[src/rtl/magnitude_pipe.sv]
// magnitude_pipe: 4-stage valid/ready pipeline that approximates the magnitude of a signed pair.
// Mode 0 gives max(x - x/8 + y/2, x) and mode 1 gives x + y/4, where x/y are the larger/smaller of |a|,|b|.
module magnitude_pipe #(
    parameter int WIDTH   = 16,
    parameter int COUNT_W = 16
) (
    input  logic               clk,
    input  logic               rst,
    input  logic               in_valid,
    output logic               in_ready,
    input  logic [WIDTH-1:0]   in_a,
    input  logic [WIDTH-1:0]   in_b,
    input  logic               in_mode,
    output logic               out_valid,
    input  logic               out_ready,
    output logic [WIDTH-1:0]   out_data,
    output logic               busy,
    output logic [COUNT_W-1:0] count
);

    logic v1, v2, v3, v4;
    logic adv1, adv2, adv3, adv4;
    logic accept;

    logic [WIDTH-1:0]   s1_abs_a, s1_abs_b;
    logic               s1_mode;
    logic [WIDTH-1:0]   s2_x, s2_y;
    logic               s2_mode;
    logic [WIDTH-1:0]   s3_x, s3_t1, s3_u;
    logic               s3_mode;
    logic [WIDTH-1:0]   s4_data;
    logic [COUNT_W-1:0] count_q;

    logic [WIDTH-1:0]   abs_a, abs_b, t2, s4_next;

    // Handshake: a transfer happens on a rising edge where valid and ready are both 1; a producer
    // holding valid keeps it until the transfer, and ready never depends on the same port's valid.
    assign adv4     = v4 & out_ready;
    assign adv3     = v3 & (!v4 | adv4);
    assign adv2     = v2 & (!v3 | adv3);
    assign adv1     = v1 & (!v2 | adv2);
    assign in_ready = !v1 | adv1;
    assign accept   = in_valid & in_ready;

    assign out_valid = v4;
    assign out_data  = s4_data;
    assign busy      = v1 | v2 | v3 | v4;
    assign count     = count_q;

    // The most negative input negates to 2^(WIDTH-1), which is exact as an unsigned WIDTH-bit value.
    always_comb begin
        abs_a   = in_a[WIDTH-1] ? (~in_a + WIDTH'(1)) : in_a;
        abs_b   = in_b[WIDTH-1] ? (~in_b + WIDTH'(1)) : in_b;
        t2      = s3_mode ? (s3_x + s3_u) : (s3_t1 + s3_u);
        s4_next = (t2 > s3_x) ? t2 : s3_x;
    end

    always_ff @(posedge clk) begin
        if (rst) begin
            v1       <= 1'b0;
            v2       <= 1'b0;
            v3       <= 1'b0;
            v4       <= 1'b0;
            s1_abs_a <= '0;
            s1_abs_b <= '0;
            s1_mode  <= 1'b0;
            s2_x     <= '0;
            s2_y     <= '0;
            s2_mode  <= 1'b0;
            s3_x     <= '0;
            s3_t1    <= '0;
            s3_u     <= '0;
            s3_mode  <= 1'b0;
            s4_data  <= '0;
            count_q  <= '0;
        end else begin
            if (accept) begin
                v1       <= 1'b1;
                s1_abs_a <= abs_a;
                s1_abs_b <= abs_b;
                s1_mode  <= in_mode;
            end else if (adv1) begin
                v1 <= 1'b0;
            end

            if (adv1) begin
                v2      <= 1'b1;
                s2_x    <= (s1_abs_a >= s1_abs_b) ? s1_abs_a : s1_abs_b;
                s2_y    <= (s1_abs_a >= s1_abs_b) ? s1_abs_b : s1_abs_a;
                s2_mode <= s1_mode;
            end else if (adv2) begin
                v2 <= 1'b0;
            end

            if (adv2) begin
                v3      <= 1'b1;
                s3_x    <= s2_x;
                s3_t1   <= s2_x - (s2_x >> 3);
                s3_u    <= s2_mode ? (s2_y >> 2) : (s2_y >> 1);
                s3_mode <= s2_mode;
            end else if (adv3) begin
                v3 <= 1'b0;
            end

            if (adv3) begin
                v4      <= 1'b1;
                s4_data <= s4_next;
            end else if (adv4) begin
                v4 <= 1'b0;
            end

            if (adv4) begin
                count_q <= count_q + COUNT_W'(1);
            end
        end
    end

endmodule

[config.mk]
export PLATFORM = sky130hd
export DESIGN_NAME = magnitude_pipe
export DESIGN_NICKNAME = d
export VERILOG_FILES = /design/src/rtl/magnitude_pipe.sv
export SDC_FILE = /design/constraint.sdc
export NUM_CORES = 1
export LEC_CHECK = 0
export ABC_AREA = 1
export ABC_CLOCK_PERIOD_IN_PS = 3350
export CORE_MARGIN = 1.5
export CORE_UTILIZATION = 50
export CTS_CLUSTER_DIAMETER = 80
export DETAILED_ROUTE_END_ITERATION = 12
export PLACE_DENSITY = 0.72
export SLEW_MARGIN = 10
export SYNTH_ARGS = -nofsm -noshare
export SYNTH_HDL_FRONTEND = slang
export SYNTH_SLANG_ARGS = --single-unit
[constraint.sdc]
create_clock -name clk -period 3.35 [get_ports clk]
set_input_delay 0.67 -clock clk [delete_from_list [all_inputs] [get_ports clk]]
set_output_delay 0.67 -clock clk [all_outputs]
set_load 0.01 [all_outputs]
==> results by group, run 1 <==
Run status
  • Outcome: finished clean

Synthesis
  • Net Count, Synth: 1,541
  • Async set or reset register ratio after synthesis: 0
  • Synth Instances: 1,439
  • Post-Synthesis Cell Area: between 9000 and 10,000 um^2
  • Share of the synthesized area in the top cell type: 0.316
  • Seq/Total Area, Yosys: 0.316
  • Post-synth EDFFs: 0
  • Post-synth top flop: dfxtp_1
  • Warnings from Yosys: 0
  • Top cells by area, synth: dfxtp_1, nand2_1, inv_1
  • Seq cells post-synth: between 100 and 150
  • Synth area leader: dfxtp_1
  • Syn avg cell area: approximately 6.6 um^2
  • Synth cell types: 38

Layout
  • Commonest non-fill, non-tap cell in the layout: nand2_1
  • Finished Layout Cells: between 1,500 and 2,000
  • Area of the multi-input gates: 5640 um^2
  • Antenna cell count: 0
  • Storage cell area: about 3000 um^2
  • Post-layout net count: around 1,600
  • Area added between synthesis and finish: 20.6%
  • Share of cells above drive strength 1: 0.112
  • Most frequent cells in the layout: nand2_1, inv_1, dfxtp_1
  • FILL cells: between 1,500 and 2,000

Detailed routing
  • DR pass1 iterations: 6
  • Via count: roughly 9,000
  • WL/cell: around 13 um
  • Antenna Nets Post-Route: 0
  • Drt drc: 0
  • Final WL: about 23,000 um
  • Via/cell ratio: roughly 5.2
  • 1st-iter DRT viols: 486

STA
  • Rel. slew slack: 0.611
  • Final hold vios: 0
  • Worst Skew: around 0.0093 ns
  • Final min period: between 3 and 4 ns
  • Slew @ Worst Pin: between 0.5 and 0.6 ns
  • Max Slew Vio Count: 0
  • Final setup viols: 0
  • Setup WS post-layout: around 0.12 ns
  • Hold WS: between 0.4 and 0.5 ns
  • Period utilization: 0.964
  • Max Freq: 310 MHz

Floorplanning
  • # IOs: 72
  • Die W: 141 um
  • Die Span Y: between 100 and 150 um
  • Floorplan row count: 50
  • Total die area: 19,700 um^2
  • Initial core utilization: 0.507
  • Core area: 18,600 um^2

GRT
  • Tot GR Track Use: 0.239
  • First-pass GRT wire length: around 39,000 um
  • M1 GR Usage: 0.301
  • Largest net degree at the start of global routing: 60
  • Met2 usage: 0.422
  • GRT overflow: 0
  • Number of global-route vias before repair: roughly 8,400
  • Global route hottest layer: met2
  • Antenna violations before repair: 0
  • M3 GR Usage: 0.0356

Setup path
  • Reg2reg setup slack: around 0.12 ns
  • Cell mode on critical path: nand2_2
  • CP peak stage delay: between 0.3 and 0.4 ns
  • Reg-to-Reg End: out_data[7]
  • WS Path Type: reg2reg
  • CP max-delay cell: dfxtp_2
  • Critical Path AT: around 3.6 ns
  • Critical path startpoint category: flip-flop
  • R2R cell count: 25
  • Worst Setup End Kind: flip-flop
  • CP max FO: 22
  • Worst Path Required: ~3.7 ns
  • FF-to-FF Start: s3_mode

Clock tree
  • CTS root buf: clkbuf_16
  • Cts hold-fix bufs: 0
  • Worst-path clk slew: 0.07 ns
  • CTS Buf Count: 17
  • Clock H-tree levels: 4
  • Clock buffer depth: 2
  • Clock Latency Late Sink: roughly 0.43 ns
  • Clk sinks: about 150
  • TritonCTS clock tree: yes

Placement
  • Setup WS pre-CTS: about 0.011 ns
  • Placed insts: around 1,700
  • Port-buffer cells: 71
  • RePlAce Congestion: roughly 0.93
  • Hpwl dp: 17,300 um

Worst hold path
  • Hold EP: out_data[12]
  • Worst Hold Depth: 2
  • Hold path startpoint: out_data[12]
  • Hold crit path type: reg2reg

Power and ir drop
  • Power per Cell Area: approximately 470 nW/um^2
  • Lkg Pwr: around 5.4 nW
  • IR drop worst, VDD: between 300 and 400 uV
  • Final Power: between 5 and 6 mW

Job
  • Max-capacitance violation count: 0
-- layout make-up --
class                      instances  share of cell area
clock inverter                    14              0.0145
clock buffer                      18              0.0385
timing repair buffer             115              0.0934
sequential                       149               0.262
inverter                         217              0.0714
multi-input combinational       1014               0.495
tap                              234              0.0257
-- how the worst max path moves through the flow --
stage             from      endpoint  slack [ns]  cells past startpoint
6_report       s3_mode   out_data[7]        0.12                     25
5_1_grt        s3_mode   out_data[7]        -0.1                     25
4_1_cts        s3_mode   out_data[8]        0.06                     24
3_5_place_dp   s3_mode  out_data[14]        0.01                     22
3_3_place_gp   s3_mode  out_data[14]      -0.006                     23
2_1_floorplan  s3_mode  out_data[10]        0.06                     25
-- flip-flops by register name, summed over array words and instances (netlist names) --
register and count:
out_valid 1, v3 1, s3_u 15, v1 1, out_data 16, s2_mode 1
s3_x 16, v2 1, s3_t1 16, s3_mode 1, s1_abs_a 16, s1_abs_b 16
s2_x 16, s1_mode 1, count 16, s2_y 15
-- per-layer routing --
layer  vias to the layer above  part of all wire
met1                      4207              0.46
met5                         -                 0
li1                       4799                 -
met4                         0             0.021
met2                       184              0.49
met3                        41             0.032
-- per-stage QoR --
stage | utilization | area [um^2] | setup TNS [ns]
2_1_floorplan | - | 9450 | 0
3_3_place_gp | 0.560 | 10400 | -0.0115
3_5_place_dp | 0.560 | 10400 | 0
4_1_cts | 0.592 | 11000 | 0
5_1_grt | 0.612 | 11400 | -1.22
6_report | 0.612 | 11400 | 0
-- what timing repair did --
action	in CTS	in global routing
gates resized for setup	2	82
gates cloned	0	0
setup buffers	0	13
pin swaps	0	36
hold endpoints to repair	0	0
setup endpoints to repair	2	16
-- logic make-up after synthesis --
logic type | after synthesis | share of synthesized area
AOI/OAI and AO/OA | 283 | 0.156
xor gates and xnor gates | 37 | 0.0343
adders and majority gates | 65 | 0.0876
buffers and inverters | 276 | 0.114
DFF | 149 | 0.316
and+or+nand+nor | 629 | 0.292
-- worst max-delay path, delay by kind of cell, from the launching register on --
kind / cells / cell delay (ns)
buffers and inverters: 7 / 0.71
adder cells (fa/ha/maj): 2 / 0.60
flip-flops: 1 / 0.34
AO/OA/AOI/OAI: 3 / 0.40
AND/OR/NAND/NOR: 13 / 1.11
-- cells in the mapped netlist (all sizes together), types with 5 or more instances --
master / instances
a21oi: 142
a31oi: 18
buf: 23
clkbuf: 36
dfxtp: 149
ha: 63
inv: 216
nand2: 343
nand3: 132
nand4: 16
nor2: 116
nor3: 12
o21a: 5
o21ai: 109
xnor2: 10
xor2: 27
-- report_power, final --
| part | total, mW | leakage [nW] | switching (mW) | internal, mW |
|---|---|---|---|---|
| registers | 1.98 | 1.22 | 0.0937 | 1.88 |
| logic | 1.47 | 3.88 | 0.880 | 0.590 |
| clock network | 1.96 | 0.290 | 0.819 | 1.14 |
| total | 5.40 | 5.39 | 1.79 | 3.61 |
(Power assumes the default switching activity.)
==> run 2, diff against run 1 <==
--- a/config.mk
+++ b/config.mk
@@ -7,11 +7,13 @@
 export LEC_CHECK = 0
 export ABC_AREA = 1
 export ABC_CLOCK_PERIOD_IN_PS = 3350
+export CELL_PAD_IN_SITES_DETAIL_PLACEMENT = 0
+export CELL_PAD_IN_SITES_GLOBAL_PLACEMENT = 2
 export CORE_MARGIN = 1.5
-export CORE_UTILIZATION = 50
+export CORE_UTILIZATION = 30
 export CTS_CLUSTER_DIAMETER = 80
 export DETAILED_ROUTE_END_ITERATION = 12
-export PLACE_DENSITY = 0.72
+export PLACE_DENSITY = 0.76
 export SLEW_MARGIN = 10
 export SYNTH_ARGS = -nofsm -noshare
 export SYNTH_HDL_FRONTEND = slang
==> run 2 against run 1 <==
Against the previous run:
- non-clock buffer count is 14 higher
- sequential power hardly changed
- wire length is 15% higher
- final area is 2.7% higher
- critical path depth is 1 lower
- power is 1.2% higher
==> results by group, run 2 (synthesis gave the netlist of run 1 again) <==
Placement
  • Port-buffer cells: about 70
  • Post-placement cell area: between 10,000 and 15,000 um^2
  • Setup WS pre-CTS: -0.0918 ns
  • RePlAce Congestion: between 0.8 and 0.9
  • Hpwl dp: around 21,000 um

GRT
  • Largest net degree at the start of global routing: slightly below 60
  • M3 GR Usage: 0.0255
  • Tot GR Track Use: 0.169
  • Antenna violations before repair: 0
  • Met2 usage: 0.289
  • Global route hottest layer: met2
  • Number of global-route vias before repair: roughly 8,600
  • GRT overflow: 0
  • M1 GR Usage: 0.221
  • First-pass GRT wire length: 44,600 um

Detailed routing
  • Via count: 9,020
  • Antenna Nets Post-Route: 0
  • 1st-iter DRT viols: about 410
  • DR pass1 iterations: 5
  • Drt drc: 0
  • Via/cell ratio: approximately 4.7
  • Final WL: approximately 27,000 um
  • WL/cell: ~14 um

Layout
  • FILL cells: between 3,000 and 4,000
  • Post-layout net count: 1,630
  • Most frequent cells in the layout: nand2_1, inv_1, dfxtp_1
  • Area added between synthesis and finish: 23.9%
  • Commonest non-fill, non-tap cell in the layout: nand2_1
  • Final Cell Area: roughly 12,000 um^2
  • Antenna cell count: 0
  • Share of cells above drive strength 1: 0.123

STA
  • Max Slew Vio Count: 0
  • RSZ-0062 raised after global routing: yes
  • Setup tns final: 0 ns
  • Final min period: 3.14 ns
  • Setup WS post-layout: 0.206 ns
  • Period utilization: 0.939
  • Max Freq: 318 MHz
  • Slew @ Worst Pin: between 0.6 and 0.7 ns
  • Rel. slew slack: 0.572
  • Final hold vios: 0
  • Worst Skew: around 0.016 ns
  • Final setup viols: 0

Clock tree
  • Clock H-tree levels: 4
  • Worst-path clk slew: approximately 0.070 ns
  • Clock buffer depth: 2
  • TritonCTS clock tree: yes
  • CTS Buf Count: 17
  • Clock Latency Late Sink: ~0.43 ns
  • Clk sinks: between 100 and 150
  • CTS root buf: clkbuf_16
  • Cts hold-fix bufs: 0

Setup path
  • Critical Path AT: ~3.4 ns
  • Worst Setup End Kind: flip-flop
  • CP max FO: 22
  • Worst Path Required: ~3.6 ns
  • Critical path startpoint category: flip-flop
  • WS Path Type: reg2reg

Power and ir drop
  • Seq pwr share: 0.362
  • IR drop worst, VDD: around 350 uV
  • Int Power: 3.57 mW
  • Power per Cell Area: about 470 nW/um^2
  • Logic pwr share: 0.283
  • Sw Share: 0.347
  • Sw Pwr: between 1.5 and 2 mW
  • Lkg Pwr: between 5 and 6 nW
  • Clock network power share: 0.356

Run status
  • Outcome: finished clean

Floorplanning
  • Floorplan row count: 64
  • Die W: between 150 and 200 um
  • Die Span Y: around 180 um
  • Initial core utilization: 0.307
  • Total die area: between 30,000 and 40,000 um^2
  • Core area: approximately 31,000 um^2
  • # IOs: 72

Job
  • Max-capacitance violation count: 0

Worst hold path
  • Hold crit path type: in2reg
[run 2: cell count changes in the layout (fill, tap and decap cells not counted), sizes merged]
cell,before,now
buf,45,59
bufinv,2,1
clkbuf,18,17
clkinv,5,6
clkinvlp,2,1
inv,222,224
[run 2: power groups by stage]
stage                     clock network [mW]  logic [mW]  registers (mW)
after floorplan                            0       0.980            1.99
after global placement                     0        1.40            2.02
after detailed placement                   0        1.42            2.02
after CTS                               2.02        1.42            1.98
after global routing                    2.08        1.76            1.99
final                                   1.95        1.55            1.98
[run 2: layout make-up]
cell class                      instances  area (um^2)  share of cell area
Sequential cell                       149         2990               0.255
Clock buffer                           17          425              0.0363
Inverter                              217          815              0.0695
Timing Repair Buffer                  129         1190               0.101
Tap cell                              396          495              0.0423
Clock inverter                         15          161              0.0138
Multi-Input combinational cell       1014         5640               0.482
[run 2: worst paths after layout]
check | startpoint | endpoint | slack (ns) | cells after the start
worst max-delay path | s3_mode | out_data[14] | 0.21 | 24
worst min register to register | out_data[6] | out_data[6] | 0.47 | 2
worst max register to register | s3_mode | out_data[14] | 0.21 | 24
worst min-delay path | rst | count[15] | 0.44 | 2
[run 2: routing by layer]
metal,share of wire,wire length (um),vias to the layer above
li1,-,-,4830
met1,0.50,13300,4051
met3,0.018,487,20
met2,0.47,12600,119
met5,0,0,-
met4,0.013,352,0
[run 2: timing repair]
item                                    in CTS  in global routing
pin swaps                                    0                 31
resized for setup                            2                 83
setup buffers                                0                 10
endpoints found under the setup margin      16                 16
cloned                                       0                  0
[run 2: per-stage QoR]
| stage | util | cells | power (mW) | hold WS [ns] |
|---|---|---|---|---|
| finish | 0.380 | 1937 | 5.47 | 0.444 |
| global route | 0.380 | 1937 | 5.84 | 0.451 |
| CTS | 0.369 | 1927 | 5.42 | 0.429 |
| detailed placement | 0.350 | 1895 | 3.44 | 0.458 |
| global placement | 0.350 | 1895 | 3.42 | 0.457 |
| floorplan | - | 1439 | 2.97 | 0.444 |
[run 2: worst max-delay path, stage by stage, from the launching register on]
cell     delay [ns]
dfxtp_4        0.36
buf_12         0.15
nand2_1        0.05
o21ai_0        0.08
ha_1           0.37
buf_4          0.16
nand2_1        0.05
nand2_1        0.06
inv_1          0.05
nand2_1        0.09
a21oi_2        0.17
nand3_1        0.09
nand2_1        0.08
inv_1          0.07
ha_4           0.27
nand2_2        0.08
nor2_4         0.12
buf_6          0.12
a21oi_4        0.05
buf_4          0.13
a21oi_2        0.12
buf_6          0.13
nand2_1        0.05
nand3_1        0.06
a21oi_1        0.07
==> run 3, diff against run 2 <==
--- a/config.mk
+++ b/config.mk
@@ -5,15 +5,14 @@
 export SDC_FILE = /design/constraint.sdc
 export NUM_CORES = 1
 export LEC_CHECK = 0
-export ABC_AREA = 1
 export ABC_CLOCK_PERIOD_IN_PS = 3350
 export CELL_PAD_IN_SITES_DETAIL_PLACEMENT = 0
 export CELL_PAD_IN_SITES_GLOBAL_PLACEMENT = 2
 export CORE_MARGIN = 1.5
-export CORE_UTILIZATION = 30
+export CORE_UTILIZATION = 32
 export CTS_CLUSTER_DIAMETER = 80
 export DETAILED_ROUTE_END_ITERATION = 12
-export PLACE_DENSITY = 0.76
+export PLACE_DENSITY = 0.75
 export SLEW_MARGIN = 10
 export SYNTH_ARGS = -nofsm -noshare
 export SYNTH_HDL_FRONTEND = slang
==> run 3 against run 2 <==
Against the previous run:
- the run now ends with setup timing left
- critical endpoint is now out_data[13]
- non-clock buffer count up 43
- via count down 16%
- worst setup slack worse by 0.82 ns
- first-iteration DRC count up 3.4%
- largest cell class unchanged
- largest power group is now clock
- sequential power about the same
- count of clock-buffer cells in the layout unchanged
==> results by group, run 3 <==
Run status
  • Outcome: finished with violations
  • Violated checks: setup timing

Floorplanning
  • Total die area: roughly 28,000 um^2
  • Core area: between 20,000 and 30,000 um^2
  • # IOs: 72
  • Initial core utilization: 0.324
  • Floorplan row count: 60
  • Die Span Y: around 170 um
  • Die W: ~170 um

GRT
  • GRT overflow: 0
  • Tot GR Track Use: 0.168
  • Largest net degree at the start of global routing: between 70 and 80
  • Antenna violations before repair: 0
  • First-pass GRT wire length: approximately 38,000 um
  • Number of global-route vias before repair: ~7,300

Detailed routing
  • 1st-iter DRT viols: approximately 430
  • Via count: between 7,000 and 8,000
  • DR pass1 iterations: 4
  • Via/cell ratio: a little under 5
  • Final WL: 22,800 um
  • WL/cell: ~15 um
  • Antenna Nets Post-Route: 0
  • Drt drc: 0

Synthesis
  • Warnings from Yosys: 0
  • Most numerous cell in the Yosys netlist: dfxtp_1
  • Net Count, Synth: 1,141
  • Post-Synthesis Cell Area: slightly below 9000 um^2
  • Seq cells post-synth: 149
  • Post-synth EDFFs: 0
  • Seq/Total Area, Yosys: 0.343
  • Syn avg cell area: ~8.4 um^2
  • Synth cell types: 60
  • Commonest cells in the netlist: dfxtp_1, a21oi_1, nand2_1, nor2_1, ha_1
  • Synth Instances: around 1,000
  • Share of the synthesized area in the top cell type: 0.343
  • Top cells by area, synth: dfxtp_1, ha_1, mux2i_1
  • Async set or reset register ratio after synthesis: 0
  • Synth area leader: dfxtp_1
  • Post-synth top flop: dfxtp_1

Placement
  • Placed insts: 1,473
  • Hpwl dp: 17,300 um
  • Port-buffer cells: 71
  • Post-placement cell area: roughly 10,000 um^2
  • RePlAce Congestion: 0.800

Setup path
  • Reg2reg setup slack: -0.61 ns
  • WS Path Type: reg2reg
  • Critical path startpoint category: flip-flop
  • CP max FO: 8
  • Critical Path AT: between 4 and 5 ns
  • Worst Setup End Kind: flip-flop
  • Worst Path Required: about 3.7 ns

STA
  • RSZ-0062 raised after global routing: yes
  • Final hold vios: 0
  • Final min period: 3.96 ns
  • Worst Skew: about 0.02 ns
  • Period utilization: 1.18
  • Rel. slew slack: 0.266
  • Final setup viols: 16
  • Max Freq: 252 MHz
  • Hold WS: 0.449 ns
  • Slew @ Worst Pin: between 1 and 1.5 ns
  • Max Slew Vio Count: 0
  • Setup WS post-layout: -0.611 ns

Layout
  • Final Cell Area: between 10,000 and 15,000 um^2
  • Antenna cell count: 0
  • Area added between synthesis and finish: 29.0%
  • Post-layout net count: 1,273
  • FILL cells: 2,738
  • Finished Layout Cells: approximately 1,500
  • Most frequent cells in the layout: dfxtp_1, a21oi_1, nand2_1, nor2_1, buf_4
  • Share of cells above drive strength 1: 0.158
  • Commonest non-fill, non-tap cell in the layout: dfxtp_1

Clock tree
  • Clock buffer depth: 2
  • CTS root buf: clkbuf_16
  • Clk sinks: between 100 and 150
  • Worst-path clk slew: about 0.070 ns
  • TritonCTS clock tree: yes
  • CTS Buf Count: 17
  • Clock H-tree levels: 4
  • Clock Latency Late Sink: between 0.4 and 0.5 ns

Power and ir drop
  • IR drop worst, VDD: 320 uV
  • Lkg Pwr: 4.47 nW
  • Power per Cell Area: roughly 470 nW/um^2

Job
  • Max-capacitance violation count: 0

Worst hold path
  • Hold crit path type: reg2reg
==> run 3: cell count changes after synthesis, moves of 15 or more <==
cell / previous run / this run
nand2_1: 337 / 97
inv_1: 212 / 56
nand3_1: 111 / 23
mux2i_1: 0 / 61
a211oi_1: 2 / 62
a21oi_1: 142 / 99
o21ai_0: 102 / 59
nand3_2: 21 / 0
nor2_1: 114 / 97
buf_2: 17 / 1
mux2_2: 0 / 15
==> run 3: routing by layer <==
metal	global-route usage	share of wire
met1	0.228	0.51
met2	0.276	0.46
met3	0.0320	0.025
met4	0.0353	0.0085
met5	0	0
==> run 3: what timing repair did <==
action / CTS / global route
endpoints found under the setup margin: 16 / 16
buffers inserted: 18 / 1
pin swaps: 16 / 31
hold buffers: 0 / 0
gates cloned: 1 / 0
gates resized for setup: 17 / 12
==> run 3: through the flow <==
step                utilization  power (mW)  setup TNS, ns  setup slack [ns]
finish                    0.418        5.22          -9.27            -0.611
global placement          0.384        3.14         -11.45            -0.808
detailed placement        0.384        3.14         -13.11            -0.947
floorplan                     -        2.79          -4.94            -0.425
CTS                       0.416        5.25          -8.58            -0.569
global route              0.418        5.49         -12.25            -0.801
==> run 3: report_power, final <==
group	leakage, nW	total (mW)	internal, mW	switching, mW
registers	1.22	1.95	1.86	0.0940
clock network	0.296	2.00	1.13	0.863
logic	2.95	1.27	0.620	0.648
==> run 3: worst max-delay path, cell delays in order, from the launching register on <==
cell and delay, ns:
dfxtp_4 0.40, mux2_2 0.35, ha_1 0.31, a21oi_1 0.39, o211ai_1 0.24, buf_4 0.19, nand2_1 0.07, o21ai_1 0.09
xnor2_1 0.15, ha_1 0.33, and3_4 0.22, nand3_4 0.09, a211oi_2 0.23, nor3_2 0.06, buf_4 0.15, nor2_4 0.25
nand2_1 0.09, a311oi_1 0.25
==> run 3: cell families after synthesis <==
kind of cell | synth area share
xor gates and xnor gates | 0.0574
DFF | 0.343
AOI/OAI and AO/OA | 0.200
buffers and inverters | 0.0557
and+or+nand+nor | 0.158
adders and majority gates | 0.0953
muxes | 0.0897
==> run 3: layout make-up <==
type	instances	area [um^2]	area share
multi-input cells	775	5460	0.487
flip-flops and latches	149	2990	0.266
repair buffers	172	1520	0.135
well taps	341	427	0.0380
clock buffers	17	425	0.0379
inverters	56	210	0.0187
clock inverters	15	190	0.0170
==> run 3: final timing paths <==
check / from / cells past startpoint / to
max: s3_mode / 17 / out_data[13]
max reg2reg: s3_mode / 17 / out_data[13]
min: s3_t1[9] / 2 / s3_t1[9]
min reg2reg: s3_t1[9] / 2 / s3_t1[9]
